**config.mk**
```make
export PLATFORM = sky130hd
export DESIGN_NAME = lcd_bus_reader
export DESIGN_NICKNAME = d
export VERILOG_FILES = /design/src/rtl/lcd_pkg.sv /design/src/rtl/lcd_phase_timer.sv /design/src/rtl/lcd_bus_reader.sv
export SDC_FILE = /design/constraint.sdc
export NUM_CORES = 1
export LEC_CHECK = 0
export CORE_ASPECT_RATIO = 0.5
export CORE_UTILIZATION = 53
export CTS_CLUSTER_DIAMETER = 50
export DETAILED_ROUTE_END_ITERATION = 12
export PLACE_DENSITY = 0.8
export SYNTH_ARGS = -nofsm -noshare
export SYNTH_HDL_FRONTEND = slang
export SYNTH_SLANG_ARGS = --single-unit
```
**constraint.sdc**
```tcl
create_clock -name clock -period 3.4 [get_ports clock]
set_clock_uncertainty 0.05 [all_clocks]
set_input_delay 0.51 -clock clock [delete_from_list [all_inputs] [get_ports clock]]
set_output_delay 0.51 -clock clock [all_outputs]
set_load 0.1 [all_outputs]
```
**src/rtl/lcd_pkg.sv**
```systemverilog
// Shared definitions for the DE2 character-LCD bus engines.
//   lcd_state_e      : read-cycle phase
//   LCD_*_CYCLES     : default HD44780 bus timing at 50 MHz, also used by LCD_Display
//   BF_BIT           : busy-flag position in a status read
//   lcd_cnt_w()      : counter width able to hold values 0..n-1 (never below 1)
//   lcd_max4()       : largest of four cycle counts
package lcd_pkg;

  typedef enum logic [2:0] {
    IDLE,
    SETUP,
    ENABLE,
    HOLD,
    RECOVER
  } lcd_state_e;

  localparam int LCD_SETUP_CYCLES   = 4;
  localparam int LCD_ENABLE_CYCLES  = 16;
  localparam int LCD_HOLD_CYCLES    = 4;
  localparam int LCD_RECOVER_CYCLES = 12;
  localparam int LCD_POLL_LIMIT     = 4096;

  localparam int BF_BIT = 7;

  function automatic int lcd_cnt_w(input int n);
    return (n > 1) ? $clog2(n) : 1;
  endfunction

  function automatic int lcd_max4(input int a, input int b, input int c, input int d);
    int m;
    m = a;
    if (b > m) m = b;
    if (c > m) m = c;
    if (d > m) m = d;
    return m;
  endfunction

endpackage

```
**src/rtl/lcd_phase_timer.sv**
```systemverilog
// Loadable down-counter for bus phase timing.
//   clock, reset : system clock, synchronous active-high reset
//   load         : load load_value this cycle (takes priority over counting)
//   load_value   : cycles-1 of the phase being entered
//   tc           : count is zero, i.e. this is the last cycle of the phase
// The count stops at zero so tc stays asserted until the next load.
module lcd_phase_timer #(
  parameter int W = 4
) (
  input  logic         clock,
  input  logic         reset,
  input  logic         load,
  input  logic [W-1:0] load_value,
  output logic         tc
);

  logic [W-1:0] count;

  always_ff @(posedge clock) begin
    if (reset)              count <= '0;
    else if (load)          count <= load_value;
    else if (count != '0)   count <= count - 1'b1;
  end

  assign tc = (count == '0);

endmodule

```
**src/rtl/lcd_bus_reader.sv**
```systemverilog
// HD44780 read-cycle engine: single status/data reads or busy-flag polling.
//   clock, reset : system clock, synchronous active-high reset
//   start        : command strobe, only looked at while idle
//   rs_select    : 0 status/address read, 1 data read (forced to 0 by poll)
//   poll         : repeat status reads until BF clears or POLL_LIMIT reads
//   lcd_data_in  : LCD_DATA sampled from the pad
//   lcd_rs/rw/en : LCD bus controls, valid while busy
//   busy         : engine owns the bus
//   done         : one-cycle completion pulse
//   read_data    : last byte sampled, held until the next sample
//   timed_out    : the last poll ended with BF still set
module lcd_bus_reader
  import lcd_pkg::*;
#(
  parameter int SETUP_CYCLES   = LCD_SETUP_CYCLES,
  parameter int ENABLE_CYCLES  = LCD_ENABLE_CYCLES,
  parameter int HOLD_CYCLES    = LCD_HOLD_CYCLES,
  parameter int RECOVER_CYCLES = LCD_RECOVER_CYCLES,
  parameter int POLL_LIMIT     = LCD_POLL_LIMIT
) (
  input  logic       clock,
  input  logic       reset,
  input  logic       start,
  input  logic       rs_select,
  input  logic       poll,
  input  logic [7:0] lcd_data_in,
  output logic       lcd_rs,
  output logic       lcd_rw,
  output logic       lcd_en,
  output logic       busy,
  output logic       done,
  output logic [7:0] read_data,
  output logic       timed_out
);

  localparam int TW  = lcd_cnt_w(lcd_max4(SETUP_CYCLES, ENABLE_CYCLES,
                                          HOLD_CYCLES, RECOVER_CYCLES));
  localparam int PCW = $clog2(POLL_LIMIT + 1);

  localparam logic [TW-1:0]  T_SETUP   = TW'(SETUP_CYCLES - 1);
  localparam logic [TW-1:0]  T_ENABLE  = TW'(ENABLE_CYCLES - 1);
  localparam logic [TW-1:0]  T_HOLD    = TW'(HOLD_CYCLES - 1);
  localparam logic [TW-1:0]  T_RECOVER = TW'(RECOVER_CYCLES - 1);
  localparam logic [PCW-1:0] P_LIMIT   = PCW'(POLL_LIMIT);

  lcd_state_e     state, next_state;
  logic           tmr_load;
  logic [TW-1:0]  tmr_val;
  logic           tc;
  logic           rs_q, poll_q;
  logic [PCW-1:0] poll_count;
  logic           repoll;
  logic           access;

  lcd_phase_timer #(.W(TW)) u_timer (
    .clock      (clock),
    .reset      (reset),
    .load       (tmr_load),
    .load_value (tmr_val),
    .tc         (tc)
  );

  // Decided at the end of RECOVER; read_data already holds this read's byte.
  assign repoll = poll_q && read_data[BF_BIT] && (poll_count < P_LIMIT);

  always_comb begin
    next_state = state;
    tmr_load   = 1'b0;
    tmr_val    = '0;
    case (state)
      IDLE: if (start) begin
        next_state = SETUP;   tmr_load = 1'b1; tmr_val = T_SETUP;
      end
      SETUP: if (tc) begin
        next_state = ENABLE;  tmr_load = 1'b1; tmr_val = T_ENABLE;
      end
      ENABLE: if (tc) begin
        next_state = HOLD;    tmr_load = 1'b1; tmr_val = T_HOLD;
      end
      HOLD: if (tc) begin
        next_state = RECOVER; tmr_load = 1'b1; tmr_val = T_RECOVER;
      end
      RECOVER: if (tc) begin
        tmr_load = 1'b1;
        if (repoll) begin
          next_state = SETUP; tmr_val = T_SETUP;
        end else begin
          next_state = IDLE;
        end
      end
      default: next_state = IDLE;
    endcase
  end

  always_ff @(posedge clock) begin
    if (reset) begin
      state      <= IDLE;
      rs_q       <= 1'b0;
      poll_q     <= 1'b0;
      poll_count <= '0;
      read_data  <= 8'h00;
      timed_out  <= 1'b0;
      done       <= 1'b0;
    end else begin
      state <= next_state;
      done  <= 1'b0;
      if (state == IDLE && start) begin
        rs_q       <= rs_select & ~poll;
        poll_q     <= poll;
        timed_out  <= 1'b0;
        poll_count <= '0;
      end
      if (state == ENABLE && tc) begin
        read_data <= lcd_data_in;
        if (poll_count != P_LIMIT) poll_count <= poll_count + 1'b1;
      end
      if (state == RECOVER && tc && !repoll) begin
        done      <= 1'b1;
        timed_out <= poll_q & read_data[BF_BIT];
      end
    end
  end

  // Controls decode straight from state so RS/RW cannot move while EN is high
  // and a reset drops EN as soon as the state register clears.
  assign access = (state == SETUP) || (state == ENABLE) || (state == HOLD);
  assign lcd_en = (state == ENABLE);
  assign lcd_rw = access;
  assign lcd_rs = access & rs_q;
  assign busy   = (state != IDLE);

endmodule

```
# Yosys cells after proc, flatten, opt, wreduce, memory -nomap -nowiden

Index checks and enable logic that the tools add are counted.

Add/subtract/negate cells: 2
Multipliers: 0
Div/mod/pow operators: 0
Magnitude comparators: 1
Equality and inequality tests: 10
Shift-type cells: 0
Multiplexer cells: 25
Bitwise logic cells: 4
Reductions and logical operators: 17

Operators with widths:

| cell                    | count |
|---|---|
| $mux W13                | 3 |
| $pmux W4 S5             | 1 |
| $mux W4                 | 4 |
| $mux W3                 | 5 |
| $pmux W3 S5             | 1 |
| $add A13 B1 Y13 const B | 1 |
| $lt A13 B13 Y1 const B  | 1 |
| $ne A13 B13 Y1 const B  | 1 |
| $mux W2                 | 4 |
| $ne A2 B2 Y1 const B    | 4 |
| $eq A3 B2 Y1 const B    | 2 |
| $logic_and A1 B1 Y1     | 6 |
| $mux W1                 | 6 |
| $reduce_and A5 Y1       | 1 |
| $logic_not A4 Y1        | 1 |
| $reduce_bool A2 Y1      | 2 |
| $reduce_bool A4 Y1      | 1 |
| $reduce_or A4 Y1        | 1 |
| $sub A4 B1 Y4 const B   | 1 |
| $and A1 B1 Y1           | 3 |
| $eq A3 B1 Y1 const B    | 1 |
| $eq A3 B3 Y1 const B    | 1 |
| $logic_not A3 Y1        | 1 |
| $reduce_bool A3 Y1      | 1 |
| other kinds (5)         | 6 |

Register bits: 32
Latch bits: 0
Bits in writable memories: 0
Memory bits (read-only): 0
Bits of input ports: 13
Output and inout bits: 14
Word-level logic and storage cells: 67
Memories: 0

# Longest topological paths before layout

Depth in word-level cells: 6
Gate-level depth with buffers: 7
Gate-level depth less buffers: 6

# By module

Synthesis repeated with hierarchy kept, for this count alone.

Cell total of the unflattened synthesis: 199
Area, all modules: 1727.9 µm²

By module, submodules not included:

| module          | times used | cells each | area each (µm²) | sequential area each (µm²) |
|---|---|---|---|---|
| lcd_bus_reader  | 1          | 175        | 1498.9          | 560.5 |
| lcd_phase_timer | 1          | 24         | 229.0           | 80.1 |

# Worst setup path after synthesis

No wires, ideal clock.

Path type: register to output
From: reg state[0]
To: out lcd_rs
Arrival: 2.794 ns
Required time: 2.840 ns
Path slack: 0.046 ns
Cell stages (with the launch flop): 5
Buffers on the path: 1
Cell sequence: dfxtp_1 > buf_2 > nor2_1 > nor2_1 > and2_1

Longest elaborated chain between the ends: 4
Elaborated cells between the ends (all ways): 6
Classes of those cells: eq/ne (3); bitwise (1); reduce/logical (2)

RTL lines:

| element                                             | line                  | text |
|---|---|---|
| start, declared                                     | lcd_bus_reader.sv:46  | `lcd_state_e state, next_state;` |
| start signal, assigned                              | lcd_bus_reader.sv:105 | `state <= next_state;` |
| $eq A3 B1 Y1 / $eq A3 B2 Y1 (equally long branches) | lcd_bus_reader.sv:126 | `assign access = (state == SETUP) \|\| (state == ENABLE) \|\| (state == HOLD);` |
| $logic_or A1 B1 Y1                                  | lcd_bus_reader.sv:126 |  |
| $logic_or A1 B1 Y1 (*)                              | lcd_bus_reader.sv:126 |  |
| net lcd_rw                                          | lcd_bus_reader.sv:28  | `output logic lcd_rw,` |
| $and A1 B1 Y1 (*)                                   | lcd_bus_reader.sv:129 | `assign lcd_rs = access & rs_q;` |
| end, declared                                       | lcd_bus_reader.sv:27  | `output logic lcd_rs,` |

Mark *: on every way through the listed nets, which the timed path passes. The rest lies on a longest branch.

# Final worst setup path

From: reg read_data[7]
To: out read_data[7]

RTL lines:

| element                | line                  | text |
|---|---|---|
| start, declared        | lcd_bus_reader.sv:32  | `output logic [7:0] read_data,` |
| start signal, assigned | lcd_bus_reader.sv:114 | `read_data <= lcd_data_in;` |

No word-level cell between the ends.

==> flow_summary.yaml <==
grt:
  grt-ovfl-total: 0
  grt_pass1_vias: 1209
  use_met1: 0.302
  grt_max_degree: 27
  grt-busiest-layer: "met2"
  grtUsageTotal: 0.242
  globalRouteMet2Util: 0.397
  antenna_found_initial: 0
  grt_pass1_wl_um: 5580
  use_met3: 0.0800
clock_network:
  cts_tree: "yes"
  clkTransAtPathRegs_ns: 0.06
  cts_root_buf: "clkbuf_8"
  cts_setup_buffers: 0
  cts_hold_buffers: 0
  cts.repair.resized: 0
  cts_sinks: 32
  htreeDepth: 2
  cts_max_path_buffers: 2
  numCtsBuffers: 5
  clock_latency_ns: 0.28
floorplanning:
  io-pin-count: 27
  initial_utilization: 0.583
  fp.dieW_um: 79.3
  dieArea_mm2: 0.00322
  design.core.area_mm2: 0.00272
  die_height_um: 40.6
  rows: 13
detailed_routing:
  vias_per_cell: 5.64
  wl_um: 3500
  route.vias.total: 1443
  avgRoutedWirePerCell_um: 13.7
  ant_nets: 0
  drc_errors: 0
  dr.pass1.iters: 4
  drtIter0Drc: 90
synth:
  ys_seq_elements: 32
  ys_types: 45
  ys_warn_count: 0
  ys_seq_area_frac: 0.405
  synth_edf_count: 0
  avgSynthCellArea_um2: 8.16
  synth_cells: 194
  synthesis.nets: 211
  synth_ff_type: "dfxtp_1"
  netlist_area_mm2: 0.00158
  async_reset_ff_frac: 0
setup_path:
  worstPathCellList: "clkdlybuf4s50_1"
  crit_arrival_ns: 1.81
  cp.depth: 1
  crit_path_start: "read_data[7]"
  cp_max_fo: 4
  cp_num_buf_inv: 1
  r2r_start: "u_timer.count[0]"
  worstSetupPathType: "reg2out"
  critical-path-max-stage-delay_ns: 1.15
  cpMaxStageDelayCell: "clkdlybuf4s50_1"
  path_delay_family: "buffers and inverters"
  worstRegToRegCells: 6
  cp.required_ns: 2.84
  critPathLaunchType: "register"
  crit_path_end_kind: "primary output"
final_layout:
  post-route-util: 0.712
  drive_gt1_frac: 0.0776
  insertedDiodeCount: 0
  final.fill_count: 226
  final_nets: 235
  syn2layout_area_growth_pct: 22.2
timing:
  report.final.slew_viol_count: 0
  relSlewSlack: 0.346
  finalCriticalPeriod_ns: 2.37
  max_freq_ghz: 0.422
  finalSetupViolations: 0
  hold_viol: 0
  rsz0062_at_grt: "no"
  fin_crit_sh: 0.697
  worst_pin_slew_ns: 0.978
  fin_setup_tns_ns: 0
worst_hold_path:
  hp-class: "reg2reg"
  min_from: "read_data[3]"
  holdPathStages: 2
place:
  gp_congestion: 0.840
  port_buffers: 26
  hpwl_um: 2420
run:
  maxCapViolations: 0
pwr:
  power_density_mw_per_mm2: 714
  vdd_drop_max_mv: 0.501
  power.leakage_nw: 0.681
run_status:
  outcome: "completed"
==> cells in the mapped netlist, types with 2 or more instances <==
cell      number  area, µm²
nor2_1        13       48.8
a31oi_1        6       37.5
ha_1           4       50.1
or3_1          6       37.5
inv_1          6       22.5
and2_1         3       18.8
nand2_1       31        116
xnor2_1        2       17.5
buf_2          4       20.0
nand3_1        4       20.0
clkbuf_1       5       18.8
a21oi_1       18       90.1
and3_1         5       31.3
xor2_1         6       52.6
dfxtp_1       32        641
nor3_1         4       20.0
nand4_1        8       50.1
o21ai_0        7       35.0
nor4b_1        2       17.5
nand3b_1       3       22.5
==> per-stage QoR <==
| stage | hold WS, ns | instances | worst slack (ns) | power, mW | cell area (µm²) |
|---|---|---|---|---|---|
| floorplan | 0.377 | 194 | 0.0458 | 0.966 | 1580 |
| global placement | 0.395 | 248 | 1.22 | 1.08 | 1840 |
| detailed placement | 0.398 | 248 | 1.18 | 1.09 | 1840 |
| CTS | 0.407 | 256 | 1.02 | 1.39 | 1930 |
| global route | 0.423 | 256 | 0.975 | 1.47 | 1930 |
| finish | 0.403 | 256 | 1.03 | 1.38 | 1930 |
==> report_power, final <==
group / internal [mW] / switching [mW]
combinational: 0.180 / 0.428
clock: 0.165 / 0.133
sequential: 0.419 / 0.0547
==> cells by family after synthesis <==
group / after synthesis / share of synthesized area
AND/OR/NAND/NOR: 94 / 0.331
AO/OA/AOI/OAI: 38 / 0.136
flip-flops: 32 / 0.405
buffers and inverters: 17 / 0.0459
XOR/XNOR: 8 / 0.0443
adder cells (fa/ha/maj): 4 / 0.0316
multiplexers: 1 / 0.00632
==> cell usage in the layout, fill, tap and decap left out, types with 2 or more instances in the layout <==
master / n
dfxtp_1: 32
nand2_1: 31
clkdlybuf4s50_1: 22
a21oi_1: 18
nor2_1: 13
nand4_1: 8
o21ai_0: 7
inv_1: 6
or3_1: 6
a31oi_1: 6
xor2_1: 6
clkbuf_8: 6
buf_4: 6
and3_1: 5
nand3_1: 4
nor3_1: 4
ha_1: 4
and2_1: 3
nand3b_1: 3
nor4b_1: 2
xnor2_1: 2
clkbuf_1: 2
==> registers in the layout (all words and copies together), names as in the netlist <==
signal,flops
u_timer.count,4
rs_q,1
state,3
poll_count,13
done,1
timed_out,1
read_data,8
poll_q,1
==> routing by layer <==
metal  vias to the layer above  share of wire  routed length [µm]
li1                        733              -                   -
met1                       671           0.48                1670
met2                        32           0.46                1620
met3                         7          0.045                 158
met4                         0          0.015                  52
met5                         -              0                   0
==> area by class of cell <==
cell class / instances / area, µm² / area share
multi-input cells: 145 / 870 / 0.450
flip-flops and latches: 32 / 641 / 0.331
repair buffers: 28 / 265 / 0.137
clock buffers: 8 / 90.1 / 0.0466
well taps: 37 / 46.3 / 0.0239
inverters: 6 / 22.5 / 0.0116
==> path summary, 6_finish.rpt <==
| kind | endpoint | slack (ns) |
|---|---|---|
| worst min register to register | read_data[3] | 0.40 |
| worst max-delay path | read_data[7] | 1.03 |
| worst max register to register | poll_count[2] | 1.24 |
| worst min-delay path | read_data[3] | 0.40 |
No activity file was read; power rests on OpenSTA's default activity.
